## config.mk

```make
export PLATFORM = sky130hd
export DESIGN_NAME = decode_stage
export DESIGN_NICKNAME = d
export VERILOG_FILES = /design/src/rtl/cpu_isa_pkg.sv /design/src/rtl/reg_scoreboard.sv /design/src/rtl/decode_stage.sv
export SDC_FILE = /design/constraint.sdc
export NUM_CORES = 1
export LEC_CHECK = 0
export CELL_PAD_IN_SITES_DETAIL_PLACEMENT = 0
export CELL_PAD_IN_SITES_GLOBAL_PLACEMENT = 2
export CORE_MARGIN = 4
export CORE_UTILIZATION = 32
export CTS_CLUSTER_SIZE = 10
export DETAILED_ROUTE_END_ITERATION = 16
export PLACE_DENSITY_LB_ADDON = 0.12
export SLEW_MARGIN = 20
export SYNTH_ARGS = -nofsm -noshare
export SYNTH_HDL_FRONTEND = slang
export SYNTH_SLANG_ARGS = --single-unit
export TNS_END_PERCENT = 20
```

## constraint.sdc

```tcl
create_clock -name clk -period 9.3 [get_ports clk]
set_clock_uncertainty 0.05 [all_clocks]
set_input_delay 1.395 -clock clk [delete_from_list [all_inputs] [get_ports clk]]
set_output_delay 1.395 -clock clk [all_outputs]
set_load 0.01 [all_outputs]
```

## src/rtl/cpu_isa_pkg.sv

```systemverilog
// cpu_isa_pkg: shared ISA constants, decoded-instruction record and field decode helpers
package cpu_isa_pkg;

    localparam int XLEN    = 32;
    localparam int RADDR_W = 5;
    localparam int NREGS   = 1 << RADDR_W;

    localparam int OPC_HI   = 31;
    localparam int OPC_LO   = 26;
    localparam int RS_HI    = 25;
    localparam int RS_LO    = 21;
    localparam int RT_HI    = 20;
    localparam int RT_LO    = 16;
    localparam int RD_HI    = 15;
    localparam int RD_LO    = 11;
    localparam int IMM_HI   = 15;
    localparam int IMM_LO   = 0;
    localparam int FUNCT_HI = 5;
    localparam int FUNCT_LO = 0;
    localparam int IMM_W    = IMM_HI - IMM_LO + 1;

    localparam logic [5:0] OP_RTYPE = 6'h00;
    localparam logic [5:0] OP_ADDI  = 6'h08;
    localparam logic [5:0] OP_ANDI  = 6'h0C;
    localparam logic [5:0] OP_ORI   = 6'h0D;
    localparam logic [5:0] OP_LW    = 6'h23;
    localparam logic [5:0] OP_SW    = 6'h2B;
    localparam logic [5:0] OP_BEQ   = 6'h04;

    typedef struct packed {
        logic [5:0]         opcode;
        logic [5:0]         funct;
        logic [RADDR_W-1:0] rs;
        logic [RADDR_W-1:0] rt;
        logic [RADDR_W-1:0] wr_addr;
        logic               wr_en;
        logic [XLEN-1:0]    imm;
    } decoded_t;

    // R-type, stores and branches compare/consume rt; other I-types only read rs
    function automatic logic uses_rt(input logic [5:0] op);
        return op == OP_RTYPE || op == OP_SW || op == OP_BEQ;
    endfunction

    // Non-writing opcodes report wr_addr 0 so the scoreboard never sees a stale destination
    function automatic decoded_t decode(input logic [XLEN-1:0] instr);
        decoded_t d;
        logic     i_wr;
        logic     zext;
        d.opcode  = instr[OPC_HI:OPC_LO];
        d.funct   = instr[FUNCT_HI:FUNCT_LO];
        d.rs      = instr[RS_HI:RS_LO];
        d.rt      = instr[RT_HI:RT_LO];
        i_wr      = d.opcode inside {OP_ADDI, OP_ANDI, OP_ORI, OP_LW};
        zext      = d.opcode inside {OP_ANDI, OP_ORI};
        d.wr_addr = (d.opcode == OP_RTYPE) ? instr[RD_HI:RD_LO] : (i_wr ? d.rt : '0);
        d.wr_en   = (d.opcode == OP_RTYPE || i_wr) && d.wr_addr != '0;
        d.imm     = (d.opcode == OP_RTYPE) ? '0 :
                    zext ? {{(XLEN-IMM_W){1'b0}}, instr[IMM_HI:IMM_LO]} :
                           {{(XLEN-IMM_W){instr[IMM_HI]}}, instr[IMM_HI:IMM_LO]};
        return d;
    endfunction

endpackage

```

## src/rtl/reg_scoreboard.sv

```systemverilog
// reg_scoreboard: per-register busy bits for in-flight writes and RAW/WAW hazard detection
module reg_scoreboard
    import cpu_isa_pkg::*;
(
    input  logic               clk,
    input  logic               reset,
    input  logic               set_en_i,
    input  logic [RADDR_W-1:0] set_addr_i,
    input  logic               clr_en_i,
    input  logic [RADDR_W-1:0] clr_addr_i,
    input  logic               flush_en_i,
    input  logic [RADDR_W-1:0] flush_addr_i,
    input  logic [RADDR_W-1:0] rs_i,
    input  logic [RADDR_W-1:0] rt_i,
    input  logic               rt_used_i,
    input  logic [RADDR_W-1:0] dest_i,
    input  logic               dest_used_i,
    output logic               hazard_o
);

    logic [NREGS-1:0] busy_d, busy_q;

    // r0 is never busy, so lookups of r0 can never raise a hazard
    assign hazard_o = busy_q[rs_i] || (rt_used_i && busy_q[rt_i]) || (dest_used_i && busy_q[dest_i]);

    // clears applied first so a same-cycle set on the same register wins
    always_comb begin
        busy_d = busy_q;
        if (clr_en_i) busy_d[clr_addr_i] = 1'b0;
        if (flush_en_i) busy_d[flush_addr_i] = 1'b0;
        if (set_en_i) busy_d[set_addr_i] = 1'b1;
        busy_d[0] = 1'b0;
    end

    // busy state register
    always_ff @(posedge clk) begin
        if (reset) busy_q <= '0;
        else       busy_q <= busy_d;
    end

endmodule

```

## src/rtl/decode_stage.sv

```systemverilog
// decode_stage: splits instructions into fields, stalls on scoreboard hazards, holds result for execute
module decode_stage
    import cpu_isa_pkg::*;
(
    input  logic               clk,
    input  logic               reset,
    input  logic               in_valid,
    output logic               in_ready,
    input  logic [XLEN-1:0]    in_instr,
    output logic               out_valid,
    input  logic               out_ready,
    output logic [5:0]         out_opcode,
    output logic [5:0]         out_funct,
    output logic [RADDR_W-1:0] out_rs,
    output logic [RADDR_W-1:0] out_rt,
    output logic [RADDR_W-1:0] out_wr_addr,
    output logic               out_wr_en,
    output logic [XLEN-1:0]    out_imm,
    input  logic               wb_valid,
    input  logic [RADDR_W-1:0] wb_addr,
    input  logic               flush,
    output logic [15:0]        stall_cnt
);

    decoded_t    dec_in, dec_d, dec_q;
    logic        out_valid_d, out_valid_q;
    logic [15:0] stall_cnt_d, stall_cnt_q;
    logic        hazard, accept, rt_used;

    assign dec_in   = decode(in_instr);
    assign rt_used  = uses_rt(dec_in.opcode);
    assign in_ready = !reset && (!out_valid_q || out_ready) && !hazard && !flush;
    assign accept   = in_valid && in_ready;

    reg_scoreboard u_sb (
        .clk          (clk),
        .reset        (reset),
        .set_en_i     (accept && dec_in.wr_en),
        .set_addr_i   (dec_in.wr_addr),
        .clr_en_i     (wb_valid),
        .clr_addr_i   (wb_addr),
        .flush_en_i   (flush && out_valid_q && dec_q.wr_en),
        .flush_addr_i (dec_q.wr_addr),
        .rs_i         (dec_in.rs),
        .rt_i         (dec_in.rt),
        .rt_used_i    (rt_used),
        .dest_i       (dec_in.wr_addr),
        .dest_used_i  (dec_in.wr_en),
        .hazard_o     (hazard)
    );

    // fields load only on accept, so they stay frozen under backpressure and after drain
    always_comb begin
        dec_d       = accept ? dec_in : dec_q;
        out_valid_d = accept || (out_valid_q && !out_ready && !flush);
        stall_cnt_d = (in_valid && hazard && stall_cnt_q != 16'hFFFF) ? stall_cnt_q + 16'd1 : stall_cnt_q;
    end

    // output register and stall counter
    always_ff @(posedge clk) begin
        if (reset) begin
            dec_q       <= '0;
            out_valid_q <= 1'b0;
            stall_cnt_q <= '0;
        end else begin
            dec_q       <= dec_d;
            out_valid_q <= out_valid_d;
            stall_cnt_q <= stall_cnt_d;
        end
    end

    assign out_valid   = out_valid_q;
    assign out_opcode  = dec_q.opcode;
    assign out_funct   = dec_q.funct;
    assign out_rs      = dec_q.rs;
    assign out_rt      = dec_q.rt;
    assign out_wr_addr = dec_q.wr_addr;
    assign out_wr_en   = dec_q.wr_en;
    assign out_imm     = dec_q.imm;
    assign stall_cnt   = stall_cnt_q;

endmodule

```

# Word-level counts from Yosys, hierarchy flattened
# Index checks and enable logic that the tools add are counted.
dict set report classes {
  n_addsub 1
  magnitude_cmp 8
  eq_ne 7
  mux 19
  bitwise 5
  n_reduce_logical 33
}
# op n
set op_table {}
lappend op_table {{32-bit 2-to-1 mux} 5}
lappend op_table {{32-bit bitwise AND} 2}
lappend op_table {{32-bit NOT} 2}
lappend op_table {{32-bit bitwise OR} 1}
lappend op_table {{5-bit by 6-bit less-than comparator with 1-bit output, second input constant} 5}
lappend op_table {{6-bit by 4-bit equality test with 1-bit output, second input constant} 3}
lappend op_table {{1-bit logical AND} 17}
lappend op_table {{16-bit by 1-bit adder with 16-bit output, second input constant} 1}
lappend op_table {{16-bit != test, second input constant} 1}
lappend op_table {{1-bit binary-select mux with 5-bit select} 3}
lappend op_table {{1-bit demux with 5-bit select} 3}
lappend op_table {{5-bit by 1-bit >= comparator with 1-bit output, second input constant} 3}
lappend op_table {{6-bit equality test, second input constant} 2}
lappend op_table {{5-bit 2-to-1 mux} 2}
lappend op_table {{1-bit logical OR} 7}
lappend op_table {{6-bit by 3-bit equality test with 1-bit output, second input constant} 1}
lappend op_table {{6-bit logical NOT} 1}
lappend op_table {{1-bit 2-to-1 mux} 6}
lappend op_table {{1-bit logical NOT} 5}
lappend op_table {{5-bit nonzero test} 1}
lappend op_table {{4-bit nonzero test} 1}
lappend op_table {{2-bit nonzero test} 1}
dict set report totals {
  register_bits 109
  in_bits 43
  output_inout_bits 78
  word_cells 84
}

# Logic depth before layout (Yosys ltp)
dict set report logic_depth {
  word_depth 14
  mapped_depth 14
  depth_no_buf 9
}

# Hierarchy
# From an unflattened synthesis, not the netlist that was laid out.
dict set report hier_totals {
  hier_cells 589
  hier_area_um2 5147.4
}
# module n_inst cells_each area_per_inst_um2 seq_area_each_um2
set by_module_without_submodules {}
lappend by_module_without_submodules {decode_stage 1 344 2798.9 1241.2}
lappend by_module_without_submodules {reg_scoreboard 1 245 2348.5 620.6}

# Worst setup path before layout
# Ideal clock, no wire load.
dict set report synth_timing {
  kind {in2out}
  from {input in_instr[29]}
  to {output in_ready}
  t_arrival_ns 4.045
  required_time_ns 7.855
  setup_slack_ns 3.810
  path_stages 11
  path_buffers 3
  cell_sequence {buf_2 > or3_1 > or4_1 > a211o_1 > a211o_1 > o221ai_1 > a2111oi_2 > a31oi_1 > buf_2 > buf_2 > and2_1}
}
dict set report synth_via {
  elab_chain_cells 11
  word_cells_on_any_way 24
  cone_classes {6 x eq/ne; 4 x mux; 14 x reduce/logical}
}
# item line_no
set synth_lines {}
lappend synth_lines {{start: declaration} decode_stage.sv:9} ;# input logic [XLEN-1:0] in_instr,
lappend synth_lines {{6-bit by 4-bit equality test with 1-bit output / 6-bit equality test (equally long branches)} cpu_isa_pkg.sv:54} ;# i_wr = d.opcode inside {OP_ADDI, OP_ANDI, OP_ORI, OP_LW};
lappend synth_lines {{4-bit nonzero test} cpu_isa_pkg.sv:54}
lappend synth_lines {{5-bit 2-to-1 mux (2 in series)} cpu_isa_pkg.sv:56} ;# d.wr_addr = (d.opcode == OP_RTYPE) ? instr[RD_HI:RD_LO] : (i_wr ? d.rt : '0);
lappend synth_lines {{1-bit binary-select mux with 5-bit select / 5-bit nonzero test (equally long branches)} {reg_scoreboard.sv:24, cpu_isa_pkg.sv:57}}
lappend synth_lines {{1-bit 2-to-1 mux (not written as such) / 1-bit logical AND (equally long branches)} {reg_scoreboard.sv:24, cpu_isa_pkg.sv:57}}
lappend synth_lines {{1-bit logical AND} reg_scoreboard.sv:24} ;# assign hazard_o = busy_q[rs_i] || (rt_used_i && busy_q[rt_i]) || (dest_used_i && busy_q[dest_i]);
lappend synth_lines {{1-bit logical OR *} reg_scoreboard.sv:24}
lappend synth_lines {{1-bit logical NOT *} decode_stage.sv:32} ;# assign in_ready = !reset && (!out_valid_q || out_ready) && !hazard && !flush;
lappend synth_lines {{1-bit logical AND * (2 in series)} decode_stage.sv:32}
lappend synth_lines {{end: declaration} decode_stage.sv:8} ;# output logic in_ready,
# Every way passes the cells marked *; elsewhere a longest branch is shown, timed or not. The select of a mux whose other input is x is not followed.

# Worst setup path after layout
dict set report layout_timing {
  from {input in_instr[30]}
  to {output in_ready}
}
# The elaborated chain is that of the path after synthesis.

==> flow_summary.json <==
{
  "ys_async_sr_fraction_pct": 0,
  "detail-route-antenna-nets": 0,
  "ys.flop_type": "dfxtp_1",
  "layout_common_cells": "clkdlybuf4s50_1, dfxtp_1, o21ai_0, nand2_1, nor2_1",
  "p_leak_nw": 2.35,
  "cts_tree": "yes",
  "stdcell_count": 962,
  "synth_area_mm2": 0.00558,
  "grt_max_degree": 53,
  "syn_inst": 660,
  "syn-num-nets": 704,
  "arrival_ps": 5990,
  "path_max_fanout": 30,
  "p_seq_share_pct": 46.0,
  "startpoint_type": "primary input",
  "finalSetupTns_ps": 0,
  "ir_worst_vdd_mv": 0.0878,
  "run_status": "finished, final reports clean",
  "drv_cap": 0,
  "die_area_mm2": 0.0196,
  "start_util_pct": 32.5,
  "synthDistinctLibCells": 58,
  "dp_hpwl_mm": 14.6,
  "swShare_pct": 26.8,
  "wire_per_inst_um": 21.0,
  "finalCriticalPeriod_ps": 7440,
  "nNetsFinal": 776,
  "clk_latency_ps": 350,
  "finalHoldViolCount": 0,
  "globalplace.congestion": 0.890,
  "crit_chain": "clkdlybuf4s50_1 > nor3_2 > a21oi_1 > nor4_2 > mux2_2 > a221oi_1 > nor4_1 > a31oi_2 > buf_4 > and2_1 > clkdlybuf4s50_1",
  "p_switching_w": 0.000241,
  "timing.slew.headroom_pct": 26.5,
  "powerDensity_mw_per_mm2": 127,
  "cts_resized": 0,
  "finalHoldWorstSlack_ps": 441,
  "clk_path_buf_depth": 2,
  "grt_pass1_wl_mm": 31.3,
  "path_clk_slew_ps": 70,
  "p_comb_share_pct": 13.6,
  "yosys_warnings": 0,
  "die_w_um": 140,
  "grtUsageTotal_pct": 20.2,
  "area_growth_pct": 26.6,
  "numCtsBuffers": 9,
  "top_level_ports": 121,
  "chipHeight_um": 140,
  "post-cts-setup-buffers": 0,
  "finalSetupViolations": 0,
  "wl_mm": 20.2,
  "required_ps": 7860,
  "min_path_type": "register to register",
  "crit_slowest_cell": "nor4_2",
  "path_class": "primary input to output port",
  "ys_ff_latch": 93,
  "drive_gt1_share_pct": 9.50,
  "slew_viol_final": 0,
  "period_share_pct": 79.9,
  "synth_edf_count": 0,
  "rsz0062_at_grt": "no",
  "ctsHoldBuffers": 0,
  "grt_antenna_before_repair": 0,
  "mostFrequentLayoutCell": "clkdlybuf4s50_1",
  "cts-htree-levels": 3,
  "core-area_mm2": 0.0172,
  "p_total_w": 0.000897,
  "io_buffer_count": 120,
  "syn_area_per_cell_um2": 8.45,
  "crit_path_end_kind": "output port",
  "drt_pass1_iterations": 5,
  "vias": 5594,
  "overflow": 0,
  "critPathMostFrequentCell": "clkdlybuf4s50_1",
  "via_per_inst": 5.81,
  "cpPeakStageDelay_ps": 990,
  "p_int_w": 0.000657,
  "clock_power_share_pct": 40.4,
  "drc_errors": 0,
  "n_antenna_cell": 0,
  "clockRootBuffer": "clkbuf_16",
  "drtIter0Drc": 509,
  "dp.cells": 946,
  "timing.fmax_mhz": 134,
  "grt_pass1_vias": 5187,
  "fp-row-count": 48,
  "final_util_pct": 41.1,
  "max_slew.worst_pin.slew_ps": 1090,
  "clock_sinks": 93,
  "yosysSeqAreaShare_pct": 33.4
}
## sequential cells by signal, summed over array words and instances (netlist names)
signal / flops
out_funct: 6
out_wr_en: 1
out_valid: 1
stall_cnt: 16
out_rt: 5
out_rs: 5
out_wr_addr: 5
out_imm: 17
out_opcode: 6
u_sb.busy_q: 31
## area by class of cell
cell class / count / area, um^2
Clock buffer: 11 / 253
Inverter: 13 / 48.8
Clock inverter: 5 / 33.8
Sequential cell: 93 / 1860
Tap cell: 225 / 282
Fill cell: 1757 / 10100
Multi-Input combinational cell: 490 / 3350
Timing Repair Buffer: 125 / 1230
## stage by stage
stage / instance area, um^2 / setup WS, ps
floorplan: 5580 / 3810
global placement: 6780 / 2090
detailed placement: 6780 / 1900
CTS: 7070 / 1910
global route: 7070 / 1530
finish: 7070 / 1860
## final timing paths
check,start,endpoint,slack (ps),depth (start not counted)
hold / removal,out_imm[15],out_imm[15],440,2
setup reg to reg,u_sb.busy_q[17],out_imm[30],5760,8
setup / recovery,in_instr[30],in_ready,1860,11
hold reg to reg,out_imm[15],out_imm[15],440,2
## power by group through the flow
stage	logic, W	clock network, W	registers [W]
after detailed placement	0.000121	0	0.000422
after CTS	0.000122	0.000374	0.000413
after global routing	0.000131	0.000391	0.000414
after floorplan	0.0000586	0	0.000425
final	0.000122	0.000363	0.000413
after global placement	0.000121	0	0.000422
## worst max-delay path: cells and delay by family
kind | cells | cell delay [ps]
simple gates | 4 | 1850
mux | 1 | 420
compound gates | 3 | 860
buf+inv | 3 | 1460
## routing by layer
| metal | vias to the layer above | share of wire (%) | global-route usage (%) |
|---|---|---|---|
| met2 | 231 | 45 | 31.0 |
| met4 | 0 | 2.0 | 6.22 |
| met1 | 2731 | 47 | 28.6 |
| met3 | 30 | 6.1 | 4.20 |
| li1 | 2602 | - | - |
| met5 | - | 0 | 0 |
## cell usage after synthesis, types with 12 or more instances
| master | count | area [um^2] |
|---|---|---|
| nor2b_1 | 22 | 138 |
| dfxtp_1 | 93 | 1860 |
| clkbuf_1 | 36 | 135 |
| inv_1 | 13 | 48.8 |
| nor3b_1 | 13 | 97.6 |
| nand2_1 | 56 | 210 |
| mux2i_1 | 21 | 210 |
| nand3b_1 | 27 | 203 |
| o221ai_1 | 18 | 158 |
| o31ai_1 | 16 | 120 |
| a21oi_1 | 26 | 130 |
| nand3_1 | 16 | 80.1 |
| mux4_2 | 18 | 405 |
| buf_4 | 17 | 128 |
| o21ai_0 | 60 | 300 |
| nor2_1 | 56 | 210 |
| or4_1 | 12 | 90.1 |
## kinds of logic after synthesis
family                   count (synthesis)  share of synthesized area (%)
AND/OR/NAND/NOR                        268                           26.6
adder cells (fa/ha/maj)                  1                          0.224
buffers and inverters                   77                           6.75
AO/OA/AOI/OAI                          175                           20.6
flip-flops                              93                           33.4
multiplexers                            46                           12.4
Power figures use the tool's default switching activity.
